===== config.mk =====
export PLATFORM = sky130hd
export DESIGN_NAME = btn_reader
export DESIGN_NICKNAME = d
export VERILOG_FILES = /design/src/rtl/btn_reader.sv
export SDC_FILE = /design/constraint.sdc
export NUM_CORES = 1
export LEC_CHECK = 0
export BUFFER_PORTS_ARGS = -buffer_cell sky130_fd_sc_hd__buf_2
export CAP_MARGIN = 40
export CORE_UTILIZATION = 60
export CTS_BUF_LIST = sky130_fd_sc_hd__clkbuf_4
export DETAILED_ROUTE_END_ITERATION = 8
export PLACE_DENSITY = 0.82
export RECOVER_POWER = 100
export SYNTH_ARGS = -nofsm -noshare
export SYNTH_HDL_FRONTEND = slang
export SYNTH_SLANG_ARGS = --single-unit

===== constraint.sdc =====
create_clock -name clk -period 2.75 [get_ports clk]
set_input_delay 0.1375 -clock clk [delete_from_list [all_inputs] [get_ports clk]]
set_output_delay 0.1375 -clock clk [all_outputs]
set_load 0.02 [all_outputs]

===== src/rtl/btn_reader.sv =====
// Button reader: polarity correction, 2-flop synchronizer, per-button
// debounce counter, press/release pulses and an 8-bit press counter.
// The release pulse is named release_pulse because "release" is a reserved
// word in SystemVerilog.
module btn_reader #(
  parameter int unsigned      N_BTN      = 7,
  parameter int unsigned      DEBOUNCE   = 250000,
  parameter logic [N_BTN-1:0] ACTIVE_LOW = N_BTN'(7'b0000001)
) (
  input  logic             clk,
  input  logic             rst,
  input  logic [N_BTN-1:0] btn,
  output logic [N_BTN-1:0] pressed,
  output logic [N_BTN-1:0] press,
  output logic [N_BTN-1:0] release_pulse,
  output logic [7:0]       led
);

  localparam int unsigned CW = $clog2(DEBOUNCE);
  localparam logic [CW-1:0] CNT_MAX = CW'(DEBOUNCE - 1);

  logic [N_BTN-1:0] s1;
  logic [N_BTN-1:0] s2;
  logic [CW-1:0]    cnt [N_BTN];
  logic [N_BTN-1:0] at_max;
  logic [N_BTN-1:0] change;
  logic [N_BTN-1:0] accept;
  logic [N_BTN-1:0] accept_press;

  // A level change is accepted when the synchronized input has differed
  // from the stable level for DEBOUNCE consecutive cycles.
  always_comb begin
    at_max = '0;
    for (int i = 0; i < int'(N_BTN); i++) begin
      at_max[i] = (cnt[i] == CNT_MAX);
    end
    change       = s2 ^ pressed;
    accept       = change & at_max;
    accept_press = accept & s2;
  end

  // Synchronizer, debounce counters, stable levels, pulses and press counter.
  always_ff @(posedge clk) begin
    if (rst) begin
      s1            <= '0;
      s2            <= '0;
      pressed       <= '0;
      press         <= '0;
      release_pulse <= '0;
      led           <= 8'd0;
      for (int i = 0; i < int'(N_BTN); i++) begin
        cnt[i] <= '0;
      end
    end else begin
      s1 <= btn ^ ACTIVE_LOW;
      s2 <= s1;
      for (int i = 0; i < int'(N_BTN); i++) begin
        if (!change[i]) begin
          cnt[i] <= '0;
        end else if (!at_max[i]) begin
          cnt[i] <= cnt[i] + CW'(1);
        end else begin
          cnt[i]     <= '0;
          pressed[i] <= s2[i];
        end
      end
      press         <= accept_press;
      release_pulse <= accept & ~s2;
      if (accept_press != '0) begin
        led <= led + 8'd1;
      end
    end
  end

endmodule


# Word-level counts from Yosys, hierarchy flattened
# Memories as Yosys holds them, arrays and structs flattened.
# Cells that the tools add are included.
totals:
  n_memories: 1
  ff_bits: 43
  wordCells: 163
  mem_bits_rw: 126
mem_list:
  columns: ["name", "words", "word_bits", "read_ports", "rd_clocked_by_memory_dff", "write_ports", "line", "rtl"]
  rows:
  - ["cnt", 7, 18, 7, 0, 7, "24", "logic [CW-1:0] cnt [N_BTN];"]
classes:
  add_sub_neg: 8
  muxes: 100
  n_eq_ne: 7
  n_reduce_logical: 8
  bitwise: 27
op_table:
  columns: ["cell", "n"]
  rows:
  - ["18-bit 2-to-1 mux", 21]
  - ["18-bit by 1-bit adder with 18-bit output (second input constant)", 7]
  - ["18-bit equality test (second input constant)", 7]
  - ["1-bit 2-to-1 mux", 79]
  - ["7-bit bitwise AND", 3]
  - ["1-bit OR", 21]
  - ["2-bit AND reduction", 7]
  - ["8-bit by 1-bit adder with 8-bit output (second input constant)", 1]
  - ["7-bit inverter", 1]
  - ["7-bit nonzero test", 1]
  - ["7-bit bitwise XOR", 1]
  - ["1-bit inverter", 1]

# Depth between registers and ports, before layout
logic_depth:
  ltp_word: 7
  ltp_mapped: 9
  depth_no_buf: 7

# Least setup slack after synthesis
# No wires, ideal clock.
synth_timing:
  path_kind: "reg2reg"
  start: "memory cnt[1][0] (netlist bit)"
  end: "memory cnt[1][10] (netlist bit) (data pin)"
  path_buffers: 3
  slack_ns: 0.669
  period_less_slack_ns: 2.081
  path_stages_with_launch: 10
  setup_ns: 0.257
  t_required_ns: 2.493
  t_arrival_ns: 1.825
  path_cell_list: "edfxtp_1 ha_1 and2_1 clkbuf_1 nand3b_1 or2_2 clkbuf_1 nand2_1 buf_2 nor2_1"
synth_lines:
  columns: ["element", "line"]
  rows:
  - ["start, declared", "24"]

==> reports/results.ini <==
[floorplanning]
ioPinCount = 38
placementRows = 42
die_h_um = 119
start_util = 0.616
core_area_um2 = 13200
dieWidth_um = 119
die-area_um2 = 14100

[detailed_routing]
wl_mm = 14.2
vias = 5739
drc_errors = 0
dr.first_iter.drc_count = 400
dr.pass1.iters = 5
drt-vias-per-instance = 5.10
ant_nets = 0
wl_per_cell_um = 12.6

[sta]
fin_crit_sh = 0.854
rsz0062_at_grt = no
fmax_mhz = 426
slew_viol_final = 0
setup_slack_ps = 402
finalCriticalPeriod_ps = 2350
finalSetupTns_ps = 0
clock_skew_ps = 17.6
hold_ws_ps = 271
relSlewSlack = 0.129
tightest_slew_ps = 1310
finalHoldViolCount = 0
setup_violations = 0

[placed_design]
pre_cts_slack_ps = 505
routabilityCongestion = 0.829
dpl.hpwl_mm = 10.3
dp_cells = 1086
postPlaceCellArea_um2 = 8960
io_buffers = 37

[critical_path]
criticalPathCategory = reg2reg
r2r_slack_ps = 400
end_kind = flip-flop
cp_slowest_cell = o2111a_1
start_kind = flip-flop
slowest_delay_ps = 510
critPathMaxFanout = 14
critPathRequiredTime_ps = 3230
arrival_ps = 2830
cp_cell_sequence = ha_1 > and3_1 > and3_2 > a22oi_1 > o2111a_1 > o21ai_0 > a21oi_1

[clock_network]
cts_root_buffer = clkbuf_4
cts_tree = yes
clock_latency_ps = 560
cts_resized = 0
htreeDepth = 4
hold_buffers = 7
cts_buffer_depth = 2
cts_buffers = 17
clk_pin_slew_ps = 120
clock-sinks = 169
post_cts_buffers = 0

[cells_and_area]
area_delta_synth_final_pct = 13.3
diodes = 0
final_core_util = 0.697
fin_area_um2 = 9240
instances_no_fill = 1125
nNetsFinal = 953
layout_common_cells = nor2_1 (156), edfxtp_1 (126), conb_1 (126), xor2_1 (60), nand2_1 (56)
drive_gt1_frac = 0.0516
final_common_cell = nor2_1

[yosys]
ys.flop_type = edfxtp_1
syn_avg_cell_area_um2 = 10.7
synth_seq_area_share = 0.570
synth-edff-count = 126
synthDistinctLibCells = 46
synthCells = 761
yosys_warnings = 0
ys_ff_latch = 169
netlist_area_um2 = 8150
ys_async_sr_fraction = 0

[job]
cap_viol_max_count = 0

[grt]
grt_antenna_before_repair = 0
grt_util_all_layers = 0.215
gr-total-overflow = 0
grt_max_degree = 28
grt_pass1_vias = 5319
grt_pass1_wl_mm = 23.9

[power_and_ir_drop]
power_mw = 4.45
pwr_density_cell_nw_per_um2 = 481
max-vdd-ir-drop_v = 0.000323
p_leak_nw = 3.29

[outcome]
status = complete, no violations

[worst_hold_path]
hp-class = in2reg

==> worst max-delay path, delay by kind of cell, from the launching register on <==
kind                     cells  cell delay [ps]
AO/OA/AOI/OAI                4             1080
AND/OR/NAND/NOR              2              490
flip-flops                   1              460
adder cells (fa/ha/maj)      1              260
==> metal layers <==
layer | GRT usage | vias up | wire length (um)
met3 | 0.0430 | 14 | 484
met1 | 0.277 | 2702 | 6650
met4 | 0.0831 | 0 | 195
met5 | 0 | - | 0
met2 | 0.357 | 102 | 6860
li1 | - | 2921 | -
==> power breakdown <==
group | internal (mW) | leakage (nW) | switching (mW)
combinational | 0.0804 | 1.51 | 0.108
clock | 0.562 | 0.137 | 0.781
sequential | 2.82 | 1.65 | 0.0899
==> flip-flops by register name, summed over array words and instances, names as in the netlist <==
signal / count
pressed: 7
s1: 7
led: 8
cnt: 126
release_pulse: 7
press: 7
s2: 7
==> worst paths after layout <==
| check | startpoint | cells after the start | end |
|---|---|---|---|
| worst max register to register | cnt[0][0] | 7 | led[6] |
| worst min-delay path | btn[0] | 3 | s1[0] |
| worst min register to register | s1[3] | 1 | s2[3] |
| worst max-delay path | cnt[0][0] | 7 | led[6] |
==> cells by family after synthesis <==
logic type,synth area share
AOI/OAI and AO/OA,0.0218
xor gates and xnor gates,0.117
adders and majority gates,0.0123
buffers and inverters,0.0129
DFF,0.570
muxes,0.00859
other,0.000460
and+or+nand+nor,0.257
==> synthesized netlist by cell type, drive strengths merged, types with 3 or more instances <==
master	count	area [um2]
a21oi	18	90.1
and2	3	18.8
and3	34	223
and4	7	61.3
buf	3	21.3
clkbuf	13	68.8
dfxtp	43	861
edfxtp	126	3780
ha	8	100
inv	4	15.0
mux2i	7	70.1
nand2	56	210
nand2b	13	81.3
nand3	46	230
nand4	21	131
nor2	156	586
nor2b	14	87.6
nor3	22	115
nor4	6	43.8
nor4b	9	91.3
o21ai	10	50.1
or3	11	68.8
xnor2	49	429
xor2	60	526
==> layout make-up <==
type                    count  area, um2
inverters                   4       15.0
repair buffers             47        234
clock buffers              21        158
multi-input cells         697       3860
clock inverters            11        106
fillers                  1055       4010
flip-flops and latches    169       4640
well taps                 176        220
Note: power is estimated with default switching activity, not from simulation.
